--- config.mk ---
export PLATFORM = sky130hd
export DESIGN_NAME = pipeline_command_decoder_flat
export DESIGN_NICKNAME = d
export VERILOG_FILES = /design/src/rtl/pipeline_cmd_pkg.sv /design/src/rtl/pipeline_command_decoder_if.sv /design/src/rtl/pipeline_cmd_timeout.sv /design/src/rtl/pipeline_command_decoder.sv /design/src/flat_wrapper.sv
export SDC_FILE = /design/constraint.sdc
export NUM_CORES = 1
export LEC_CHECK = 0
export CORE_AREA = 2 2 140 142
export CTS_BUF_LIST = sky130_fd_sc_hd__clkbuf_4
export CTS_CLUSTER_DIAMETER = 30
export DETAILED_ROUTE_END_ITERATION = 16
export DIE_AREA = 0 0 142 144
export GPL_ROUTABILITY_DRIVEN = 0
export SLEW_MARGIN = 20
export SYNTH_ARGS = -nofsm -noshare
export SYNTH_HDL_FRONTEND = slang
export SYNTH_SLANG_ARGS = --single-unit
--- constraint.sdc ---
create_clock -name clk -period 6.1 [get_ports clk]
set_input_delay 0.61 -clock clk [delete_from_list [all_inputs] [get_ports clk]]
set_output_delay 0.61 -clock clk [all_outputs]
set_load 0.02 [all_outputs]
--- src/rtl/pipeline_cmd_pkg.sv ---
// pipeline_cmd_pkg: opcodes, need-flag bit positions, FSM states and field sizing
// shared by the pipeline command decoder.
package pipeline_cmd_pkg;
    localparam logic [7:0] OP_WRITE_BLOCK_INSTR = 8'h90;
    localparam logic [7:0] OP_WRITE_BLOCK_REG   = 8'hE0;
    localparam logic [7:0] OP_UPDATE_BLOCK_REG  = 8'hE1;
    localparam logic [7:0] OP_ALLOC_SRAM_DELAY  = 8'hA0;
    localparam logic [7:0] OP_RESET_BLOCK       = 8'h80;
    localparam logic [7:0] OP_NOP               = 8'h00;
    localparam int NEED_BLOCK = 7;
    localparam int NEED_REG   = 6;
    localparam int NEED_DATA  = 5;
    localparam int NEED_INSTR = 4;
    typedef enum logic [1:0] {IDLE, FIELD, CHECK, EXEC} state_t;
    function automatic int field_bytes(input int width);
        return width <= 8 ? 1 : (width + 7) / 8;
    endfunction
    function automatic logic valid_opcode(input logic [7:0] op);
        return op inside {OP_WRITE_BLOCK_INSTR, OP_WRITE_BLOCK_REG, OP_UPDATE_BLOCK_REG,
                          OP_ALLOC_SRAM_DELAY, OP_RESET_BLOCK, OP_NOP};
    endfunction
endpackage

--- src/rtl/pipeline_command_decoder_if.sv ---
// pipeline_command_decoder_if: FIFO byte stream, exec handshake and decoded action outputs.
interface pipeline_command_decoder_if #(
    parameter int N_BLOCKS     = 256,
    parameter int N_BLOCK_REGS = 16,
    parameter int DATA_WIDTH   = 24,
    parameter int INSTR_WIDTH  = 32
);
    localparam int BW = $clog2(N_BLOCKS);
    localparam int RW = $clog2(N_BLOCK_REGS);
    logic [7:0] inp_byte;
    logic inp_valid, inp_read, exec_ready, busy;
    logic [BW-1:0] block_target;
    logic [RW-1:0] reg_target;
    logic [DATA_WIDTH-1:0] data_out;
    logic [INSTR_WIDTH-1:0] instr_out;
    logic block_instr_write, block_reg_write, block_reg_update, alloc_sram_delay, block_reset;
    logic err_invalid, err_timeout, err_checksum;
    modport master (
        output inp_byte, inp_valid, exec_ready,
        input  inp_read, busy, block_target, reg_target, data_out, instr_out,
        input  block_instr_write, block_reg_write, block_reg_update, alloc_sram_delay, block_reset,
        input  err_invalid, err_timeout, err_checksum
    );
    modport slave (
        input  inp_byte, inp_valid, exec_ready,
        output inp_read, busy, block_target, reg_target, data_out, instr_out,
        output block_instr_write, block_reg_write, block_reg_update, alloc_sram_delay, block_reset,
        output err_invalid, err_timeout, err_checksum
    );
endinterface

--- src/rtl/pipeline_cmd_timeout.sv ---
// pipeline_cmd_timeout: down-counter reloaded with CYCLES on load; expire marks the
// CYCLES-th enabled cycle since the last load.
module pipeline_cmd_timeout #(
    parameter int CYCLES = 65535
) (
    input  logic clk,
    input  logic reset,
    input  logic load,
    input  logic en,
    output logic expire
);
    localparam int W = $clog2(CYCLES + 1);
    logic [W-1:0] cnt;
    assign expire = en && cnt == W'(1);
    always_ff @(posedge clk) begin
        if (reset || load) cnt <= W'(CYCLES);
        else if (en && cnt != '0) cnt <= cnt - W'(1);
    end
endmodule

--- src/rtl/pipeline_command_decoder.sv ---
// pipeline_command_decoder: pops opcode + big-endian operand bytes from a FWFT FIFO and issues
// one strobed action per command. Define PIPELINE_CMD_CHECKSUM_EN to require a trailing XOR byte.
module pipeline_command_decoder
    import pipeline_cmd_pkg::*;
#(
    parameter int N_BLOCKS       = 256,
    parameter int N_BLOCK_REGS   = 16,
    parameter int DATA_WIDTH     = 24,
    parameter int INSTR_WIDTH    = 32,
    parameter int TIMEOUT_CYCLES = 65535
) (
    input logic clk,
    input logic reset,
    pipeline_command_decoder_if.slave bus
);
    localparam int BW = $clog2(N_BLOCKS);
    localparam int RW = $clog2(N_BLOCK_REGS);
    localparam int BB = field_bytes(BW);
    localparam int RB = field_bytes(RW);
    localparam int DB = field_bytes(DATA_WIDTH);
    localparam int IB = field_bytes(INSTR_WIDTH);
`ifdef PIPELINE_CMD_CHECKSUM_EN
    localparam state_t DONE = CHECK;
`else
    localparam state_t DONE = EXEC;
`endif
    state_t state, state_n;
    logic [7:0] opcode, bcnt, fld_last;
    logic [3:0] rem;
    logic [1:0] fld;
    logic consume, expire, field_done, fields_done, fire;
    logic [BW-1:0] sh_block;
    logic [RW-1:0] sh_reg;
    logic [DATA_WIDTH-1:0] sh_data;
    logic [INSTR_WIDTH-1:0] sh_instr;
    assign bus.inp_read = !reset && state != EXEC;
    assign bus.busy = state != IDLE;
    assign consume = bus.inp_valid && bus.inp_read;
    assign fire = state == EXEC && bus.exec_ready;
    // rem holds still-needed fields with bit 0 = block; its lowest set bit is the field in flight
    assign fld = rem[0] ? 2'd0 : rem[1] ? 2'd1 : rem[2] ? 2'd2 : 2'd3;
    assign fld_last = 8'(fld == 2'd0 ? BB : fld == 2'd1 ? RB : fld == 2'd2 ? DB : IB) - 8'd1;
    assign field_done = bcnt == fld_last;
    assign fields_done = field_done && (rem & (rem - 4'd1)) == 4'd0;

    pipeline_cmd_timeout #(.CYCLES(TIMEOUT_CYCLES)) u_timeout (
        .clk(clk),
        .reset(reset),
        .load(consume || !(state inside {FIELD, CHECK})),
        .en(state inside {FIELD, CHECK} && !bus.inp_valid),
        .expire(expire)
    );

`ifdef PIPELINE_CMD_CHECKSUM_EN
    logic [7:0] csum;
    always_ff @(posedge clk) begin
        if (reset) begin
            csum <= '0;
            bus.err_checksum <= 1'b0;
        end else begin
            csum <= state == IDLE ? bus.inp_byte : consume ? csum ^ bus.inp_byte : csum;
            bus.err_checksum <= state == CHECK && consume && csum != bus.inp_byte;
        end
    end
`else
    assign bus.err_checksum = 1'b0;
`endif

    always_comb begin
        state_n = state;
        case (state)
            IDLE:  if (consume && valid_opcode(bus.inp_byte)) state_n = bus.inp_byte[7:4] == 4'd0 ? DONE : FIELD;
            FIELD: if (expire) state_n = IDLE; else if (consume && fields_done) state_n = DONE;
`ifdef PIPELINE_CMD_CHECKSUM_EN
            CHECK: if (expire) state_n = IDLE; else if (consume) state_n = csum == bus.inp_byte ? EXEC : IDLE;
`endif
            EXEC:  if (bus.exec_ready) state_n = IDLE;
            default: state_n = IDLE;
        endcase
    end

    always_ff @(posedge clk) begin
        if (reset) begin
            state <= IDLE;
            opcode <= '0;
            rem <= '0;
            bcnt <= '0;
            sh_block <= '0;
            sh_reg <= '0;
            sh_data <= '0;
            sh_instr <= '0;
            bus.block_target <= '0;
            bus.reg_target <= '0;
            bus.data_out <= '0;
            bus.instr_out <= '0;
            bus.block_instr_write <= 1'b0;
            bus.block_reg_write <= 1'b0;
            bus.block_reg_update <= 1'b0;
            bus.alloc_sram_delay <= 1'b0;
            bus.block_reset <= 1'b0;
            bus.err_invalid <= 1'b0;
            bus.err_timeout <= 1'b0;
        end else begin
            state <= state_n;
            bus.err_invalid <= state == IDLE && consume && !valid_opcode(bus.inp_byte);
            bus.err_timeout <= expire;
            bus.block_instr_write <= fire && opcode == OP_WRITE_BLOCK_INSTR;
            bus.block_reg_write <= fire && opcode == OP_WRITE_BLOCK_REG;
            bus.block_reg_update <= fire && opcode == OP_UPDATE_BLOCK_REG;
            bus.alloc_sram_delay <= fire && opcode == OP_ALLOC_SRAM_DELAY;
            bus.block_reset <= fire && opcode == OP_RESET_BLOCK;
            if (state == IDLE && consume) begin
                opcode <= bus.inp_byte;
                rem <= {bus.inp_byte[NEED_INSTR], bus.inp_byte[NEED_DATA], bus.inp_byte[NEED_REG], bus.inp_byte[NEED_BLOCK]};
                bcnt <= '0;
                sh_block <= '0;
                sh_reg <= '0;
                sh_data <= '0;
                sh_instr <= '0;
            end
            if (state == FIELD && consume) begin
                bcnt <= field_done ? 8'd0 : bcnt + 8'd1;
                rem <= field_done ? rem & (rem - 4'd1) : rem;
                if (fld == 2'd0) sh_block <= BW'({sh_block, bus.inp_byte});
                if (fld == 2'd1) sh_reg <= RW'({sh_reg, bus.inp_byte});
                if (fld == 2'd2) sh_data <= DATA_WIDTH'({sh_data, bus.inp_byte});
                if (fld == 2'd3) sh_instr <= INSTR_WIDTH'({sh_instr, bus.inp_byte});
            end
            if (fire) begin
                if (opcode[NEED_BLOCK]) bus.block_target <= sh_block;
                if (opcode[NEED_REG]) bus.reg_target <= sh_reg;
                if (opcode[NEED_DATA]) bus.data_out <= sh_data;
                if (opcode[NEED_INSTR]) bus.instr_out <= sh_instr;
            end
        end
    end
endmodule
--- src/flat_wrapper.sv ---
// flat-port wrapper written by rule: the top's interface ports become plain ports
module pipeline_command_decoder_flat import pipeline_cmd_pkg::*;
#(
    parameter int N_BLOCKS       = 256,
    parameter int N_BLOCK_REGS   = 16,
    parameter int DATA_WIDTH     = 24,
    parameter int INSTR_WIDTH    = 32,
    parameter int TIMEOUT_CYCLES = 65535
)
  (clk, reset, bus_inp_byte, bus_inp_valid, bus_exec_ready, bus_inp_read, bus_busy, bus_block_target, bus_reg_target, bus_data_out, bus_instr_out, bus_block_instr_write, bus_block_reg_write, bus_block_reg_update, bus_alloc_sram_delay, bus_block_reset, bus_err_invalid, bus_err_timeout, bus_err_checksum);
  pipeline_command_decoder_if #(.N_BLOCKS(N_BLOCKS), .N_BLOCK_REGS(N_BLOCK_REGS), .DATA_WIDTH(DATA_WIDTH), .INSTR_WIDTH(INSTR_WIDTH)) bus_i ();
  input logic clk;
  input logic reset;
  input wire logic [$bits(bus_i.inp_byte)-1:0] bus_inp_byte;
  input wire logic [$bits(bus_i.inp_valid)-1:0] bus_inp_valid;
  input wire logic [$bits(bus_i.exec_ready)-1:0] bus_exec_ready;
  output wire logic [$bits(bus_i.inp_read)-1:0] bus_inp_read;
  output wire logic [$bits(bus_i.busy)-1:0] bus_busy;
  output wire logic [$bits(bus_i.block_target)-1:0] bus_block_target;
  output wire logic [$bits(bus_i.reg_target)-1:0] bus_reg_target;
  output wire logic [$bits(bus_i.data_out)-1:0] bus_data_out;
  output wire logic [$bits(bus_i.instr_out)-1:0] bus_instr_out;
  output wire logic [$bits(bus_i.block_instr_write)-1:0] bus_block_instr_write;
  output wire logic [$bits(bus_i.block_reg_write)-1:0] bus_block_reg_write;
  output wire logic [$bits(bus_i.block_reg_update)-1:0] bus_block_reg_update;
  output wire logic [$bits(bus_i.alloc_sram_delay)-1:0] bus_alloc_sram_delay;
  output wire logic [$bits(bus_i.block_reset)-1:0] bus_block_reset;
  output wire logic [$bits(bus_i.err_invalid)-1:0] bus_err_invalid;
  output wire logic [$bits(bus_i.err_timeout)-1:0] bus_err_timeout;
  output wire logic [$bits(bus_i.err_checksum)-1:0] bus_err_checksum;
  assign bus_i.inp_byte = bus_inp_byte;
  assign bus_i.inp_valid = bus_inp_valid;
  assign bus_i.exec_ready = bus_exec_ready;
  assign bus_inp_read = bus_i.inp_read;
  assign bus_busy = bus_i.busy;
  assign bus_block_target = bus_i.block_target;
  assign bus_reg_target = bus_i.reg_target;
  assign bus_data_out = bus_i.data_out;
  assign bus_instr_out = bus_i.instr_out;
  assign bus_block_instr_write = bus_i.block_instr_write;
  assign bus_block_reg_write = bus_i.block_reg_write;
  assign bus_block_reg_update = bus_i.block_reg_update;
  assign bus_alloc_sram_delay = bus_i.alloc_sram_delay;
  assign bus_block_reset = bus_i.block_reset;
  assign bus_err_invalid = bus_i.err_invalid;
  assign bus_err_timeout = bus_i.err_timeout;
  assign bus_err_checksum = bus_i.err_checksum;
  pipeline_command_decoder #(.N_BLOCKS(N_BLOCKS), .N_BLOCK_REGS(N_BLOCK_REGS), .DATA_WIDTH(DATA_WIDTH), .INSTR_WIDTH(INSTR_WIDTH), .TIMEOUT_CYCLES(TIMEOUT_CYCLES)) u_core (.clk(clk), .reset(reset), .bus(bus_i));
endmodule
==> results of run 1 <==
-- per-stage QoR --
stage | utilization (%) | hold WS (ps)
global route | 43.7 | 476
finish | 43.7 | 463
floorplan | - | 432
CTS | 43.7 | 459
global placement | 42.3 | 440
detailed placement | 42.3 | 442
-- worst register-to-register path, cell delays in order, from the launching register on --
cell	delay, ps
dfxtp_1	360
ha_1	380
nand4bb_1	350
nor3_1	330
nand2_1	570
nand3_1	270
a21oi_1	80
-- Yosys cell counts, types with 2 or more instances --
| cell type | instances | area [sq um] |
|---|---|---|
| nand2_1 | 241 | 905 |
| dfxtp_1 | 181 | 3620 |
| a21oi_1 | 151 | 756 |
| nand3_1 | 81 | 405 |
| clkbuf_1 | 44 | 165 |
| nor2_1 | 23 | 86.3 |
| inv_1 | 11 | 41.3 |
| nor3_1 | 9 | 45.0 |
| buf_2 | 8 | 40.0 |
| xor2_1 | 8 | 70.1 |
| and3_1 | 7 | 43.8 |
| and2_1 | 6 | 37.5 |
| ha_1 | 6 | 75.1 |
| mux2i_1 | 6 | 60.1 |
| o21ai_0 | 6 | 30.0 |
| buf_1 | 5 | 18.8 |
| nand3b_1 | 5 | 37.5 |
| xnor2_1 | 5 | 43.8 |
| nor3b_1 | 4 | 30.0 |
| a22o_1 | 3 | 26.3 |
| nor4_1 | 3 | 18.8 |
| o2111ai_1 | 3 | 26.3 |
| o21ai_1 | 3 | 15.0 |
| or4_1 | 3 | 22.5 |
| a211oi_1 | 2 | 15.0 |
| a21o_1 | 2 | 15.0 |
| a31oi_1 | 2 | 12.5 |
| and4bb_2 | 2 | 25.0 |
| buf_4 | 2 | 15.0 |
| nand2b_1 | 2 | 12.5 |
| nand4_1 | 2 | 12.5 |
| nand4bb_1 | 2 | 22.5 |
| nor4_4 | 2 | 42.5 |
| o211ai_1 | 2 | 15.0 |
| or2_2 | 2 | 12.5 |
-- layer usage --
metal | track usage [%] | vias to the layer above
met5 | 0 | -
met4 | 4.95 | 0
met3 | 3.84 | 13
met2 | 26.0 | 144
met1 | 24.5 | 2796
li1 | - | 3048
-- power by group --
part | leakage, nW | internal [W] | switching [W]
logic | 1.11 | 0.0000820 | 0.000172
registers | 1.46 | 0.00120 | 0.0000195
clock network | 0.142 | 0.000218 | 0.000425
-- how the worst max path moves through the flow --
stage	startpoint	end	slack (ps)	cells past startpoint
finish	u_core.state[0]	bus_inp_read	3340	3
global route	u_core.state[0]	bus_inp_read	3220	3
CTS	u_core.state[0]	bus_inp_read	3300	3
detailed placement	reset	u_core.bcnt[7]	3170	6
global placement	bus_inp_valid	u_core.sh_data[20]	3170	6
floorplan	u_core.state[0]	u_core.u_timeout.cnt[13]	4170	7
-- logic make-up (layout without fill, tap and decap cells) --
logic type | after synthesis | after routing
AO/OA/AOI/OAI | 186 | 186
multiplexers | 6 | 6
buffers and inverters | 72 | 136
flip-flops | 181 | 181
other | 1 | 3
AND/OR/NAND/NOR | 405 | 405
adder cells (fa/ha/maj) | 6 | 6
XOR/XNOR | 13 | 13
-- cell type report --
cell class	instances	area, sq um	share of cell area (%)
clock inverter	13	121	1.46
inverter	11	41.3	0.495
timing repair buffer	93	916	11.0
antenna	2	5.00	0.0600
multi-input combinational	617	3190	38.3
tap	238	298	3.57
sequential	181	3620	43.4
clock buffer	19	143	1.71
==> impl_metrics.py, run 1 <==
metrics = {
    "floorplan": {
        "num_rows": 51,
        "core_sq_um": 19100,
        "start_util_pct": 37.1,
        "die_height_microns": 144,
        "io_pins": 90,
        "die-area_sq_um": 20400,
        "fp.dieW_microns": 142,
    },
    "timing": {
        "hold_viol": 0,
        "min_period_ps": 2760,
        "setup_tns_ps": 0,
        "rsz0062_at_grt": "no",
        "worstMarginPinSlew_ps": 1020,
        "skew_ps": 16.1,
        "max_freq_mhz": 363,
        "fin_ws_ps": 3340,
        "period_share_pct": 45.2,
        "slew_viol_final": 0,
        "setup_violations": 0,
        "slew_headroom_pct": 31.9,
    },
    "clocking": {
        "numClockSinks": 181,
        "cts_max_level": 4,
        "tritoncts": "yes",
        "clock_latency_ps": 560,
        "cts_setup_buffers": 0,
        "numCtsBuffers": 17,
        "clockBufferDepth": 2,
        "root_buffer": "clkbuf_4",
        "cts_resized": 0,
        "cts-hold-fix-buffers": 0,
        "clk_pin_slew_ps": 140,
    },
    "hold_path": {
        "hp-class": "reg -> reg",
        "min_to": "u_core.bus.block_target[2]",
        "hold-path-cell-count": 2,
        "holdCritStartpoint": "u_core.sh_block[2]",
    },
    "setup_path": {
        "crit_slowest_cell": "clkdlybuf4s50_1",
        "end_kind": "primary output",
        "crit_chain": "ha_1, nor2_1, clkdlybuf4s50_1",
        "crit_fanout": 13,
        "reg2reg_slack_ps": 3620,
        "reg2reg_from": "u_core.state[0]",
        "critical_path_buf_inv_count": 1,
        "r2r_cells": 6,
        "crit_family": "buffers and inverters",
        "r2r_end": "u_core.sh_data[20]",
        "max_stage_delay_ps": 590,
        "required_ps": 5490,
        "criticalPathCategory": "reg -> out",
        "cp-start-kind": "register",
        "cp.arrival_ps": 2150,
    },
    "global_route": {
        "grt_antenna_before_repair": 1,
        "grt_pass1_vias": 5439,
        "grt_start_max_net_pins": 98,
        "overflow": 0,
        "grt_use_total_pct": 17.1,
        "grt_pass1_wl_mm": 27.9,
    },
    "final_layout": {
        "finalNetCount": 939,
        "instances_no_fill": 1174,
        "final_cell_mix": "nand2_1, dfxtp_1, a21oi_1",
        "drive_gt1_share_pct": 5.89,
        "syn_to_final_growth_pct": 17.8,
        "design_area_sq_um": 8340,
        "fillCellCount": 1946,
        "final_common_cell": "nand2_1",
        "top_regs": "u_core.bus.instr_out (32), u_core.sh_instr (32)",
    },
    "route": {
        "wl_met1_mm": 8.52,
        "drtPass1Iterations": 5,
        "drc": 0,
        "wl_met3_microns": 812,
        "met2_length_mm": 7.59,
        "drt_iter0_markers": 467,
        "routed_via_density": 5.11,
        "via_count": 6001,
        "detail_route.wl_per_cell_microns": 14.6,
        "highest_layer": "met4",
        "antenna_left": 0,
        "wirelength_mm": 17.1,
    },
    "power": {
        "power_w": 0.00212,
        "irDropWorstVdd_mv": 0.121,
        "powerDensity_nw_per_um2": 254,
        "power_leakage_nw": 2.71,
    },
    "place": {
        "dp_hpwl_mm": 10.9,
        "place_area_sq_um": 8070,
        "preCtsSetupSlack_ps": 3170,
        "portBuffers": 88,
        "dp.cells": 1140,
    },
    "synth": {
        "postSynthAreaPerCell_sq_um": 8.14,
        "synth_top_family_by_area": "simple AND/OR/NAND/NOR gates",
        "synth_xor_area_share_pct": 1.61,
        "synthMuxAreaShare_pct": 0.848,
        "netlist_instances": 870,
        "synth_edf_count": 0,
        "synth_compound_area_share_pct": 14.5,
        "syn_area_sq_um": 7080,
        "synthArstFlopShare_pct": 0,
        "synth_adder_area_share_pct": 1.06,
        "ys.flop_type": "dfxtp_1",
        "ys_ff_latch": 181,
        "ys_types": 61,
        "synth-simple-area-share_pct": 26.6,
        "yosysWarnings": 0,
        "syn-num-nets": 888,
        "ys_seq_area_share_pct": 51.2,
    },
    "run_status": {
        "run_status": "finished, final reports clean",
    },
    "job": {
        "drv_cap": 0,
    },
}
Note: power is estimated with default switching activity, not from simulation.
==> run 2, diff against run 1 <==
- clock period: 6.1 -> 2.3 ns (I/O delays scaled with it)
==> run 2 against run 1 <==
Compared with the run above: wire length increased by 2.4%; global-route usage is 0.44 points higher; non-clock buffer count up 28; cell area up 3.5%; power increased to 2.8 times the previous value; clock skew increased by 4.2 ps; critical path type unchanged; sequential share of layout area fell by 1.5 points; clock power increased to 3.1 times the previous value; flip-flop and latch count stayed put; final cell count is 2.3% higher.
==> impl_metrics.py, run 2 (synthesized netlist as in run 1, its figures left out) <==
metrics = {
    "run_status": {
        "run_status": "finished, final reports clean",
    },
    "setup_path": {
        "end_kind": "primary output",
        "cp.arrival_ps": 1890,
        "crit_fanout": 9,
        "cp-start-kind": "register",
        "required_ps": 2070,
        "reg2reg_slack_ps": 250,
        "criticalPathCategory": "reg -> out",
    },
    "clocking": {
        "root_buffer": "clkbuf_4",
        "clk_pin_slew_ps": 160,
        "clockBufferDepth": 2,
        "cts_max_level": 4,
        "numClockSinks": 181,
        "clock_latency_ps": 570,
        "numCtsBuffers": 17,
        "tritoncts": "yes",
    },
    "route": {
        "via_count": 6073,
        "drc": 0,
        "drt_iter0_markers": 378,
        "drtPass1Iterations": 6,
        "detail_route.wl_per_cell_microns": 14.6,
        "routed_via_density": 5.06,
        "antenna_left": 0,
        "wirelength_mm": 17.5,
    },
    "final_layout": {
        "drive_gt1_share_pct": 8.42,
        "fillCellCount": 1953,
        "final_common_cell": "nand2_1",
        "top_regs": "u_core.bus.instr_out (32), u_core.sh_instr (32)",
        "final_util_pct": 45.3,
        "syn_to_final_growth_pct": 21.9,
        "finalNetCount": 967,
        "final_cell_mix": "nand2_1, dfxtp_1, a21oi_1",
    },
    "power": {
        "power_w": 0.00590,
        "power_leakage_nw": 2.89,
        "powerDensity_nw_per_um2": 683,
        "irDropWorstVdd_mv": 0.337,
    },
    "timing": {
        "skew_ps": 20.4,
        "setup_violations": 0,
        "worstMarginPinSlew_ps": 720,
        "hold_viol": 0,
        "rsz0062_at_grt": "no",
        "min_period_ps": 2120,
        "period_share_pct": 92.2,
        "max_freq_mhz": 472,
        "slew_headroom_pct": 50.8,
        "slew_viol_final": 0,
    },
    "global_route": {
        "overflow": 0,
        "grt_use_total_pct": 17.6,
        "grt_antenna_before_repair": 1,
        "top_usage_layer": "met2",
        "grt_pass1_wl_mm": 28.9,
        "grt_use_met2_pct": 28.0,
        "grtUsageMet1_pct": 24.3,
        "grt_pass1_vias": 5757,
        "grt_start_max_net_pins": 58,
        "grt_use_met3_pct": 3.08,
    },
    "place": {
        "dp_hpwl_mm": 11.7,
        "portBuffers": 88,
    },
    "floorplan": {
        "start_util_pct": 37.1,
        "fp.dieW_microns": 142,
        "die-area_sq_um": 20400,
        "io_pins": 90,
        "num_rows": 51,
        "die_height_microns": 144,
        "core_sq_um": 19100,
    },
    "job": {
        "drv_cap": 0,
    },
    "hold_path": {
        "hp-class": "in -> reg",
    },
}
run 2: cell types whose count changed in the layout (fill, tap and decap cells not counted), moves of 2 or more:
cell / previous run / this run
dlygate4sd2_1: 0 / 2
bufinv_16: 1 / 3
buf_4: 6 / 30
buf_12: 0 / 3
clkdlybuf4s50_1: 87 / 85
run 2: final timing paths:
path,from,depth (start not counted),endpoint
min reg2reg,u_core.bus.instr_out[26],2,u_core.bus.instr_out[26]
max,u_core.state[0],4,bus_inp_read
min,bus_inp_byte[1],4,u_core.sh_data[1]
max reg2reg,u_core.state[0],7,u_core.u_timeout.cnt[13]
run 2: report_power, final:
group	total (W)	switching, W	internal (W)
Clock	0.00196	0.00116	0.000799
Sequential	0.00324	0.0000518	0.00319
Combinational	0.000707	0.000461	0.000247
Total	0.00590	0.00167	0.00423
run 2: critical path, cell delays in order (launching register included):
cell           delay, ps
dfxtp_1              350
ha_1                 250
buf_4                190
nor2_1               180
dlygate4sd2_1        360
run 2: cell type report:
cell class,count,area [sq um],share of cell area [%]
antenna,1,2.50,0.0290
clock buffer,18,135,1.56
clock inverter,14,185,2.14
inverter,11,41.3,0.478
multi-input combinational,617,3190,36.9
sequential,181,3620,42.0
tap,238,298,3.45
timing repair buffer,121,1160,13.5
run 2: timing repair:
action,in CTS,in global routing
buffers inserted,0,0
setup endpoints to repair,2,0
hold endpoints to repair,1,0
hold buffers,1,0
gates resized for setup,2,0
run 2: metal layers:
layer	part of all wire (%)	wire, microns	vias to the layer above
met5	0	0	-
met4	1.5	260	0
met3	4.0	694	22
met2	46	8060	119
met1	49	8490	2817
li1	-	-	3115
run 2: stage by stage:
stage                     area, sq um  std cells  hold WS [ps]  setup WS, ps  TNS, ps
after floorplan                  7080        870           360           365        0
after global placement           8310       1167           439          57.3        0
after detailed placement         8310       1167           445        -0.585   -0.585
after CTS                        8630       1200           342           146        0
after global routing             8640       1201           364          73.7        0
final                            8640       1201           389           179        0
